===== src/rtl/vram_console_writer_pkg.sv =====
// rtl/vram_console_writer_pkg.sv - console geometry, control codes and FSM states
package vram_console_writer_pkg;

    localparam int COLS   = 60;
    localparam int ROWS   = 17;
    localparam int ADDR_W = 10;
    localparam int CELLS  = COLS * ROWS;

    localparam logic [7:0] BLANK = 8'h20;
    localparam logic [7:0] CC_LF = 8'h0A;
    localparam logic [7:0] CC_CR = 8'h0D;
    localparam logic [7:0] CC_BS = 8'h08;
    localparam logic [7:0] CC_FF = 8'h0C;

    typedef enum logic [2:0] {
        ST_IDLE,
        ST_CLEAR,
        ST_SCROLL_RD,
        ST_SCROLL_WR,
        ST_BLANK_ROW
    } state_e;

    function automatic logic is_printable(input logic [7:0] b);
        return (b >= 8'h20) && (b != 8'h7F);
    endfunction

endpackage


===== src/rtl/vram_console_writer_if.sv =====
// rtl/vram_console_writer_if.sv - byte stream, VRAM port A and cursor/status bundle
interface vram_console_writer_if;
    import vram_console_writer_pkg::*;

    logic              ch_valid;
    logic [7:0]        ch_data;
    logic              ch_ready;
    logic              clear;
    logic [ADDR_W-1:0] v_ada;
    logic [7:0]        v_din;
    logic              v_we;
    logic [7:0]        v_douta;
    logic [5:0]        cur_col;
    logic [4:0]        cur_row;
    logic              busy;

    modport slave (
        input  ch_valid, ch_data, clear, v_douta,
        output ch_ready, v_ada, v_din, v_we, cur_col, cur_row, busy
    );

    modport master (
        output ch_valid, ch_data, clear, v_douta,
        input  ch_ready, v_ada, v_din, v_we, cur_col, cur_row, busy
    );

endinterface


===== src/rtl/vram_console_writer.sv =====
// rtl/vram_console_writer.sv - text console writer: cursor, control codes, wrap, scroll, clear
module vram_console_writer
    import vram_console_writer_pkg::*;
(
    input  logic                  PixelClk,
    input  logic                  nRST,
    vram_console_writer_if.slave  bus
);

    localparam logic [ADDR_W-1:0] COLS_A        = ADDR_W'(COLS);
    localparam logic [ADDR_W-1:0] LAST_CELL     = ADDR_W'(CELLS - 1);
    localparam logic [ADDR_W-1:0] LAST_ROW_BASE = ADDR_W'((ROWS - 1) * COLS);
    localparam logic [ADDR_W-1:0] ONE_A         = ADDR_W'(1);
    localparam logic [5:0]        LAST_COL      = 6'(COLS - 1);
    localparam logic [4:0]        LAST_ROW      = 5'(ROWS - 1);

    state_e            state_q, state_d;
    logic [5:0]        col_q, col_d;
    logic [4:0]        row_q, row_d;
    logic [ADDR_W-1:0] row_base_q, row_base_d;
    logic [ADDR_W-1:0] fill_q, fill_d;
    logic [ADDR_W-1:0] src_q, src_d;
    logic [ADDR_W-1:0] ada_q, ada_d;
    logic [7:0]        din_q, din_d;
    logic              we_q, we_d;
    logic              busy_q, busy_d;
    logic [ADDR_W-1:0] cur_addr;
    logic              newline;

    assign cur_addr = row_base_q + ADDR_W'(col_q);

    always_comb begin
        state_d    = state_q;
        col_d      = col_q;
        row_d      = row_q;
        row_base_d = row_base_q;
        fill_d     = fill_q;
        src_d      = src_q;
        ada_d      = ada_q;
        din_d      = din_q;
        we_d       = 1'b0;
        newline    = 1'b0;

        case (state_q)
            ST_IDLE: begin
                if (bus.clear) begin
                    state_d = ST_CLEAR;
                    fill_d  = '0;
                end else if (bus.ch_valid) begin
                    if (is_printable(bus.ch_data)) begin
                        ada_d = cur_addr;
                        din_d = bus.ch_data;
                        we_d  = 1'b1;
                        if (col_q == LAST_COL) begin
                            col_d   = '0;
                            newline = 1'b1;
                        end else begin
                            col_d = col_q + 6'd1;
                        end
                    end else if (bus.ch_data == CC_LF) begin
                        col_d   = '0;
                        newline = 1'b1;
                    end else if (bus.ch_data == CC_CR) begin
                        col_d = '0;
                    end else if (bus.ch_data == CC_BS) begin
                        if (col_q != '0) begin
                            col_d = col_q - 6'd1;
                            ada_d = cur_addr - ONE_A;
                            din_d = BLANK;
                            we_d  = 1'b1;
                        end
                    end else if (bus.ch_data == CC_FF) begin
                        state_d = ST_CLEAR;
                        fill_d  = '0;
                    end
                end
            end
            ST_CLEAR: begin
                ada_d = fill_q;
                din_d = BLANK;
                we_d  = 1'b1;
                if (fill_q == LAST_CELL) begin
                    state_d    = ST_IDLE;
                    col_d      = '0;
                    row_d      = '0;
                    row_base_d = '0;
                end else begin
                    fill_d = fill_q + ONE_A;
                end
            end
            ST_SCROLL_RD: begin
                ada_d   = src_q;
                state_d = ST_SCROLL_WR;
            end
            // v_douta already reflects the address presented by SCROLL_RD
            ST_SCROLL_WR: begin
                ada_d = src_q - COLS_A;
                din_d = bus.v_douta;
                we_d  = 1'b1;
                if (src_q == LAST_CELL) begin
                    state_d = ST_BLANK_ROW;
                    fill_d  = LAST_ROW_BASE;
                end else begin
                    src_d   = src_q + ONE_A;
                    state_d = ST_SCROLL_RD;
                end
            end
            ST_BLANK_ROW: begin
                ada_d = fill_q;
                din_d = BLANK;
                we_d  = 1'b1;
                if (fill_q == LAST_CELL) begin
                    state_d = ST_IDLE;
                    col_d   = '0;
                end else begin
                    fill_d = fill_q + ONE_A;
                end
            end
            default: begin
                state_d = ST_CLEAR;
                fill_d  = '0;
            end
        endcase

        // Bottom row never advances; the whole screen moves up instead.
        if (newline) begin
            if (row_q != LAST_ROW) begin
                row_d      = row_q + 5'd1;
                row_base_d = row_base_q + COLS_A;
            end else begin
                state_d = ST_SCROLL_RD;
                src_d   = COLS_A;
            end
        end

        busy_d = (state_d != ST_IDLE);
    end

    always_ff @(posedge PixelClk or negedge nRST) begin
        if (!nRST) begin
            state_q    <= ST_CLEAR;
            col_q      <= '0;
            row_q      <= '0;
            row_base_q <= '0;
            fill_q     <= '0;
            src_q      <= '0;
            ada_q      <= '0;
            din_q      <= '0;
            we_q       <= 1'b0;
            busy_q     <= 1'b0;
        end else begin
            state_q    <= state_d;
            col_q      <= col_d;
            row_q      <= row_d;
            row_base_q <= row_base_d;
            fill_q     <= fill_d;
            src_q      <= src_d;
            ada_q      <= ada_d;
            din_q      <= din_d;
            we_q       <= we_d;
            busy_q     <= busy_d;
        end
    end

    assign bus.ch_ready = (state_q == ST_IDLE) && !bus.clear;
    assign bus.v_ada    = ada_q;
    assign bus.v_din    = din_q;
    assign bus.v_we     = we_q;
    assign bus.cur_col  = col_q;
    assign bus.cur_row  = row_q;
    assign bus.busy     = busy_q;

endmodule

===== src/flat_wrapper.sv =====
// flat-port wrapper written by rule: the top's interface ports become plain ports
module vram_console_writer_flat import vram_console_writer_pkg::*;
  (PixelClk, nRST, bus_ch_valid, bus_ch_data, bus_clear, bus_v_douta, bus_ch_ready, bus_v_ada, bus_v_din, bus_v_we, bus_cur_col, bus_cur_row, bus_busy);
  vram_console_writer_if bus_i ();
  input  logic PixelClk;
  input  logic nRST;
  input wire logic [$bits(bus_i.ch_valid)-1:0] bus_ch_valid;
  input wire logic [$bits(bus_i.ch_data)-1:0] bus_ch_data;
  input wire logic [$bits(bus_i.clear)-1:0] bus_clear;
  input wire logic [$bits(bus_i.v_douta)-1:0] bus_v_douta;
  output wire logic [$bits(bus_i.ch_ready)-1:0] bus_ch_ready;
  output wire logic [$bits(bus_i.v_ada)-1:0] bus_v_ada;
  output wire logic [$bits(bus_i.v_din)-1:0] bus_v_din;
  output wire logic [$bits(bus_i.v_we)-1:0] bus_v_we;
  output wire logic [$bits(bus_i.cur_col)-1:0] bus_cur_col;
  output wire logic [$bits(bus_i.cur_row)-1:0] bus_cur_row;
  output wire logic [$bits(bus_i.busy)-1:0] bus_busy;
  assign bus_i.ch_valid = bus_ch_valid;
  assign bus_i.ch_data = bus_ch_data;
  assign bus_i.clear = bus_clear;
  assign bus_i.v_douta = bus_v_douta;
  assign bus_ch_ready = bus_i.ch_ready;
  assign bus_v_ada = bus_i.v_ada;
  assign bus_v_din = bus_i.v_din;
  assign bus_v_we = bus_i.v_we;
  assign bus_cur_col = bus_i.cur_col;
  assign bus_cur_row = bus_i.cur_row;
  assign bus_busy = bus_i.busy;
  vram_console_writer u_core (.PixelClk(PixelClk), .nRST(nRST), .bus(bus_i));
endmodule

===== config.mk =====
export PLATFORM = sky130hd
export DESIGN_NAME = vram_console_writer_flat
export DESIGN_NICKNAME = d
export VERILOG_FILES = /design/src/rtl/vram_console_writer_pkg.sv /design/src/rtl/vram_console_writer_if.sv /design/src/rtl/vram_console_writer.sv /design/src/flat_wrapper.sv
export SDC_FILE = /design/constraint.sdc
export NUM_CORES = 1
export LEC_CHECK = 0
export CORE_MARGIN = 1
export CORE_UTILIZATION = 55
export DETAILED_ROUTE_END_ITERATION = 8
export PLACE_DENSITY = 0.81
export SYNTH_ARGS = -nofsm -noshare
export SYNTH_HDL_FRONTEND = slang
export SYNTH_SLANG_ARGS = --single-unit

===== constraint.sdc =====
create_clock -name PixelClk -period 6.9 [get_ports PixelClk]
set_input_delay 0.69 -clock PixelClk [delete_from_list [all_inputs] [get_ports PixelClk]]
set_output_delay 0.69 -clock PixelClk [all_outputs]
set_load 0.02 [all_outputs]

==> key figures, run 1 <==
Clocking
  • CTS tree: done
  • CTS clk-pin slew, worst paths: 0.07 ns
  • Hold_buf cts: 0
  • Clk Latency, worst-skew pair: 0.35 ns
  • CTS sink count: 64
  • Clock root cell: clkbuf_8
  • Post-CTS Setup Inserts: 0
  • CTS Buffer Depth: 2
  • Resized cells post-CTS: 0
  • CTS H-tree depth: 3
  • CTS Buf Count: 9

Global route
  • Total track usage: 29.1%
  • Remaining Overflow, GRT: 0
  • Largest net degree at the start of global routing: 65
  • Initial antenna violation count: 0
  • Number of global-route vias before repair: 4,019
  • Global-route wire length before repair: 19,300 um

Pwr
  • Total power: 1.08 mW
  • Sequential share of power: 45.2%
  • Power density cells: 207 nW/um^2
  • Clock network fraction of total power: 34.2%
  • NetSw: 0.331 mW
  • Maximum VDD drop: 0.125 mV
  • P_leak: 2.16 nW
  • Sw frac: 30.8%
  • Gate power share: 20.6%
  • Cell internal pwr: 0.746 mW

STA
  • Final period util: 48.0%
  • RSZ-0062 raised after global routing: false
  • Count of pins over their slew limit: 0
  • Rel. slew slack: 16.7%
  • Final min period: 3.31 ns
  • Setup TNS Final: 0 ns
  • Final Setup Violations: 0
  • Setup Skew: 0.00869 ns
  • Hold Vio Cnt, Final: 0
  • Fmax: 0.302 GHz
  • Slew @ Worst Pin: 1.24 ns
  • Worst hold margin: 0.482 ns

Synth
  • Unique masters post-synth: 73
  • Synth Net Count: 574
  • Synth top area cells: dfrtp_1 (35%), nand2_1 (5.2%), o21ai_0 (5.1%)
  • Top-count cell post-synth: dfrtp_1
  • Syn Area/Cell: 8.34 um^2
  • Warnings, synthesis: 0
  • Post-synth EDFFs: 0
  • Seq/Total Area, Yosys: 35.8%
  • Number of synthesized register bits: 64
  • Post-Syn Instances: 537
  • Area fraction of the dominant cell type after synthesis: 35.2%
  • Ys async rst share: 100%
  • Mapped cell area: 4480 um^2
  • Cell taking the most area after synthesis: dfrtp_1
  • Predominant post-synthesis flop cell: dfrtp_1
  • Post-synth top cells: dfrtp_1 (63), nand2_1 (62), nor2_1 (50)

Route
  • Final routed DRC violation total: 0
  • DR vias: 4,331
  • DR vias/cell: 6.39
  • First-pass DRT Iterations: 5
  • Total Routed Length: 11,700 um
  • Per-cell routed wire length: 17.3 um
  • Detail Route Antenna Nets: 0
  • 1st-iter DRT viols: 489

Worst setup path
  • Worst Reg-to-Reg Cells: 5
  • CP startpoint: u_core.state_q[1]
  • Data required time of the worst path: 7.10 ns
  • R2r setup slk: 3.59 ns
  • RR Endpoint: u_core.bus.v_din[6]
  • Crit Path Max Fanout: 30
  • CP endpoint: u_core.bus.v_din[6]
  • Critical R2R Launch: u_core.state_q[1]
  • Critical path class: flop to flop
  • Worst Setup Start Kind: flop
  • Crit path DAT: 3.51 ns
  • Worst setup EP type: flop

Die
  • Die height: 92.2 um
  • Rows: 32
  • Initial core utilization: 57.3%
  • DIE AREA: 8500 um^2
  • Core area: 7810 um^2
  • Chip Width: 92.2 um
  • Ports: 52

Finish
  • P&R area growth vs syn: 16.4%
  • Nets: 609
  • Share of layout cells above drive strength 1: 5.56%
  • Antenna cells: 0
  • Final core occ: 66.7%

Placed design
  • Port bufs: 51
  • Dpl hpwl: 8450 um
  • Routability cong.: 0.928

Run status
  • Status: finished clean

Job
  • Max cap viols: 0

Worst hold path
  • Worst Hold Class: flop to flop
[metrics by stage]
step	instance area, um^2	std cells	setup WS, ns
3_5_place_dp	4990	663	3.63
5_1_grt	5210	678	3.26
3_3_place_gp	4990	663	3.74
4_1_cts	5210	678	3.67
2_1_floorplan	4480	537	4.25
6_report	5210	678	3.59
[final cells by class]
type | instances | area, um^2
Sequential cell | 64 | 1600
Tap cell | 102 | 128
Multi-Input combinational cell | 430 | 2690
Fill cell | 657 | 2600
Timing Repair Buffer | 52 | 513
Clock buffer | 12 | 155
Clock inverter | 3 | 65.1
Inverter | 15 | 56.3
[state kept, by name (all words and copies together) (netlist names)]
| register | count |
|---|---|
| u_core.bus.busy | 1 |
| u_core.src_q | 10 |
| u_core.state_q | 3 |
| u_core.fill_q | 10 |
| u_core.bus.v_din | 8 |
| u_core.row_base_q | 10 |
| u_core.bus.v_ada | 10 |
| u_core.bus.cur_row | 5 |
| u_core.bus.v_we | 1 |
| u_core.bus.cur_col | 6 |
[how the worst min path moves through the flow]
stage,from,to,depth (start not counted)
CTS,u_core.bus.v_din[3],u_core.bus.v_din[3],2
detailed placement,u_core.bus.v_din[3],u_core.bus.v_din[3],2
floorplan,nRST,u_core.bus.busy,0
global placement,u_core.bus.v_din[3],u_core.bus.v_din[3],2
finish,u_core.bus.v_din[3],u_core.bus.v_din[3],2
global route,u_core.row_base_q[0],u_core.row_base_q[0],1
[logic make-up after synthesis]
group / count (synthesis) / share of synthesized area [%]
AND/OR/NAND/NOR: 233 / 26.8
AO/OA/AOI/OAI: 151 / 22.2
flip-flops: 64 / 35.8
buffers and inverters: 43 / 4.14
XOR/XNOR: 22 / 4.61
adder cells (fa/ha/maj): 17 / 4.92
multiplexers: 7 / 1.57
[worst max-delay path, stage by stage, from the launching register on]
cell and delay (ns):
dfrtp_1 0.93, clkinv_1 0.49, nor2_1 1.06, a211oi_2 0.32, a211oi_1 0.30, a21oi_1 0.06
[power groups by stage]
| stage | combinational (mW) | sequential, mW | clock, mW |
|---|---|---|---|
| 5_1_grt | 0.242 | 0.492 | 0.390 |
| 6_report | 0.222 | 0.487 | 0.369 |
| 3_3_place_gp | 0.212 | 0.488 | 0 |
| 4_1_cts | 0.222 | 0.484 | 0.373 |
| 2_1_floorplan | 0.121 | 0.481 | 0 |
| 3_5_place_dp | 0.220 | 0.491 | 0 |
[layer usage]
layer	track usage, %	up-vias	part of all wire, %
li1	-	2028	-
met3	5.64	19	8.4
met1	38.5	2062	42
met2	48.0	222	48
met4	8.85	0	1.6
met5	0	-	0
[layout by cell type (no fill, tap or decap), types with 11 or more instances in the layout]
master	n
nand2_1	62
nor3_1	21
ha_1	16
and3_1	13
nand4_1	11
a21oi_1	23
nand2b_1	11
xor2_1	11
clkdlybuf4s50_1	50
clkbuf_8	11
o21ai_0	46
nand3_1	21
inv_1	14
nor2_1	50
dfrtp_1	63
Power figures use the tool's default switching activity.
==> inputs of run 2 (changes only) <==
Clock period 6.9 ns to 3.4 ns, I/O delays scaled along.
==> run 2 against run 1 <==
Effect of this change:
- register-to-register slack worse by 2.9 ns
- wire length is 1.4% higher
- global-route usage hardly changed
- fmax is 20% higher
- largest cell class unchanged
- clock power is 82% higher
- total power is 96% higher
==> key figures, run 2 (synthesis gave the netlist of run 1 again) <==
Run status
  • Status: finished clean

Clocking
  • CTS tree: done
  • Clock root cell: clkbuf_8
  • CTS clk-pin slew, worst paths: 0.08 ns (about the same)
  • Clk Latency, worst-skew pair: 0.36 ns (about the same)
  • Hold_buf cts: 1 (+1)
  • CTS Buffer Depth: 2 (unchanged)
  • CTS H-tree depth: 3 (unchanged)
  • Post-CTS Setup Inserts: 0 (unchanged)
  • CTS sink count: 64 (unchanged)
  • CTS Buf Count: 9 (unchanged)
  • Resized cells post-CTS: 0 (unchanged)

Finish
  • Nets: 616 (+1.1%)
  • Commonest non-fill, non-tap cell in the layout: dfrtp_1
  • P&R area growth vs syn: 17.1%
  • Area occupied by multi-input gates: 2690 um^2 (unchanged)
  • Register area: 1600 um^2 (unchanged)
  • Commonest non-fill, non-tap cells in the layout: dfrtp_1 (63), nand2_1 (62), nor2_1 (50), clkdlybuf4s50_1 (50), o21ai_0 (46)
  • Antenna cells: 0 (unchanged)
  • Final non-filler cell total: 686 (+1.2%)
  • Share of layout cells above drive strength 1: 6.68% (+1.1 points)
  • Final core occ: 67.1% (+0.43 points)
  • # fillers: 631 (-4.0%)

Global route
  • Global-route wire length before repair: 19,400 um (+0.28%)
  • Number of global-route vias before repair: 4,033 (+0.35%)
  • Largest net degree at the start of global routing: 40 (-38%)
  • Initial antenna violation count: 0 (unchanged)
  • Total track usage: 29.1% (about the same)
  • Remaining Overflow, GRT: 0 (unchanged)

STA
  • Rel. slew slack: 50.1% (+33 points)
  • Slew @ Worst Pin: 0.748 ns (-0.497 ns)
  • Setup Skew: 0.0133 ns (+0.00457 ns)
  • Fmax: 0.363 GHz (+20%)
  • Final min period: 2.75 ns (-0.555 ns)
  • RSZ-0062 raised after global routing: false
  • Final period util: 81.0% (+33 points)
  • Count of pins over their slew limit: 0 (unchanged)
  • Final Setup Violations: 0 (unchanged)
  • Hold Vio Cnt, Final: 0 (unchanged)
  • Setup TNS Final: 0 ns (unchanged)

Route
  • Detail Route Antenna Nets: 0 (unchanged)
  • Total Routed Length: 11,900 um (+1.4%)
  • DR vias/cell: 6.26 (-2.0%)
  • Per-cell routed wire length: 17.4 um (+0.21%)
  • 1st-iter DRT viols: 436 (-11%)
  • First-pass DRT Iterations: 5 (unchanged)
  • DR vias: 4,296 (-0.81%)
  • Final routed DRC violation total: 0 (unchanged)

Die
  • Rows: 32 (unchanged)
  • Initial core utilization: 57.3% (unchanged)
  • Core area: 7810 um^2 (unchanged)
  • Ports: 52 (unchanged)
  • Die height: 92.2 um (unchanged)
  • Chip Width: 92.2 um (unchanged)
  • DIE AREA: 8500 um^2 (unchanged)

Job
  • Max cap viols: 0 (unchanged)

Placed design
  • Routability cong.: 0.912 (-1.7%)
  • Inst Count DP: 669 (+0.90%)
  • Port bufs: 51 (unchanged)
  • Dpl hpwl: 8650 um (+2.4%)

Pwr
  • Maximum VDD drop: 0.248 mV (+98%)
  • P_leak: 2.17 nW (+0.74%)
  • Power density cells: 403 nW/um^2 (+95%)

Worst setup path
  • Crit path DAT: 2.97 ns (-0.54 ns)
  • Crit Path Max Fanout: 7 (-77%)
  • Critical path class: flop to flop
  • Worst Setup Start Kind: flop
  • Data required time of the worst path: 3.61 ns (-3.49 ns)
  • Worst setup EP type: flop

Worst hold path
  • Worst Hold Class: flop to flop
==> run 2: cell types whose count changed in the layout (fill, tap and decap cells not counted), sizes merged <==
cell / before / now
buf: 2 / 8
clkinvlp: 0 / 3
bufinv: 2 / 1
clkbuf: 12 / 11
dlygate4sd3: 0 / 1
==> run 2: cell type report <==
type                    count  area share, %
inverters                  15           1.07
clock inverters             5           1.10
multi-input cells         430           51.3
repair buffers             59           10.8
flip-flops and latches     64           30.6
well taps                 102           2.43
clock buffers              11           2.70
==> run 2: final timing paths <==
kind | endpoint | slack, ns | from | cells past startpoint
worst max-delay path | u_core.bus.v_ada[5] | 0.65 | u_core.bus.cur_col[0] | 9
worst min-delay path | u_core.bus.v_din[0] | 0.48 | u_core.bus.v_din[0] | 2
worst max register to register | u_core.bus.v_ada[5] | 0.65 | u_core.bus.cur_col[0] | 9
worst min register to register | u_core.bus.v_din[0] | 0.48 | u_core.bus.v_din[0] | 2
max in group asynchronous | u_core.row_base_q[8] | 1.95 | nRST | 3
min in group asynchronous | u_core.bus.v_we | 0.51 | nRST | 2
==> run 2: worst max-delay path, stage by stage (launching register included) <==
cell	delay, ns
dfrtp_1	0.45
ha_1	0.26
fa_1	0.45
xor2_1	0.24
nor3_1	0.23
o211ai_1	0.19
nor2_1	0.18
xnor3_1	0.34
o221ai_1	0.18
o21ai_1	0.09
==> run 2: per-layer routing <==
metal  up-vias  wire (um)  GRT usage [%]
met5         -          0              0
met4         0        263           10.9
met3        26        738           3.81
met2       168       5520           47.5
met1      2064       5390           39.3
li1       2038          -              -
==> run 2: report_power, final <==
part | switching (mW) | internal, mW
clock network | 0.316 | 0.357
registers | 0.144 | 0.848
logic | 0.231 | 0.220
total | 0.690 | 1.42
==> run 2: metrics by stage <==
step	total power, mW	cell area (um^2)	hold WS (ns)	worst slack, ns
finish	2.12	5240	0.485	0.645
global route	2.21	5240	0.536	0.417
CTS	2.11	5240	0.490	0.629
detailed placement	1.44	5030	0.379	0.554
global placement	1.43	5030	0.368	0.637
floorplan	1.22	4480	0.0444	0.840
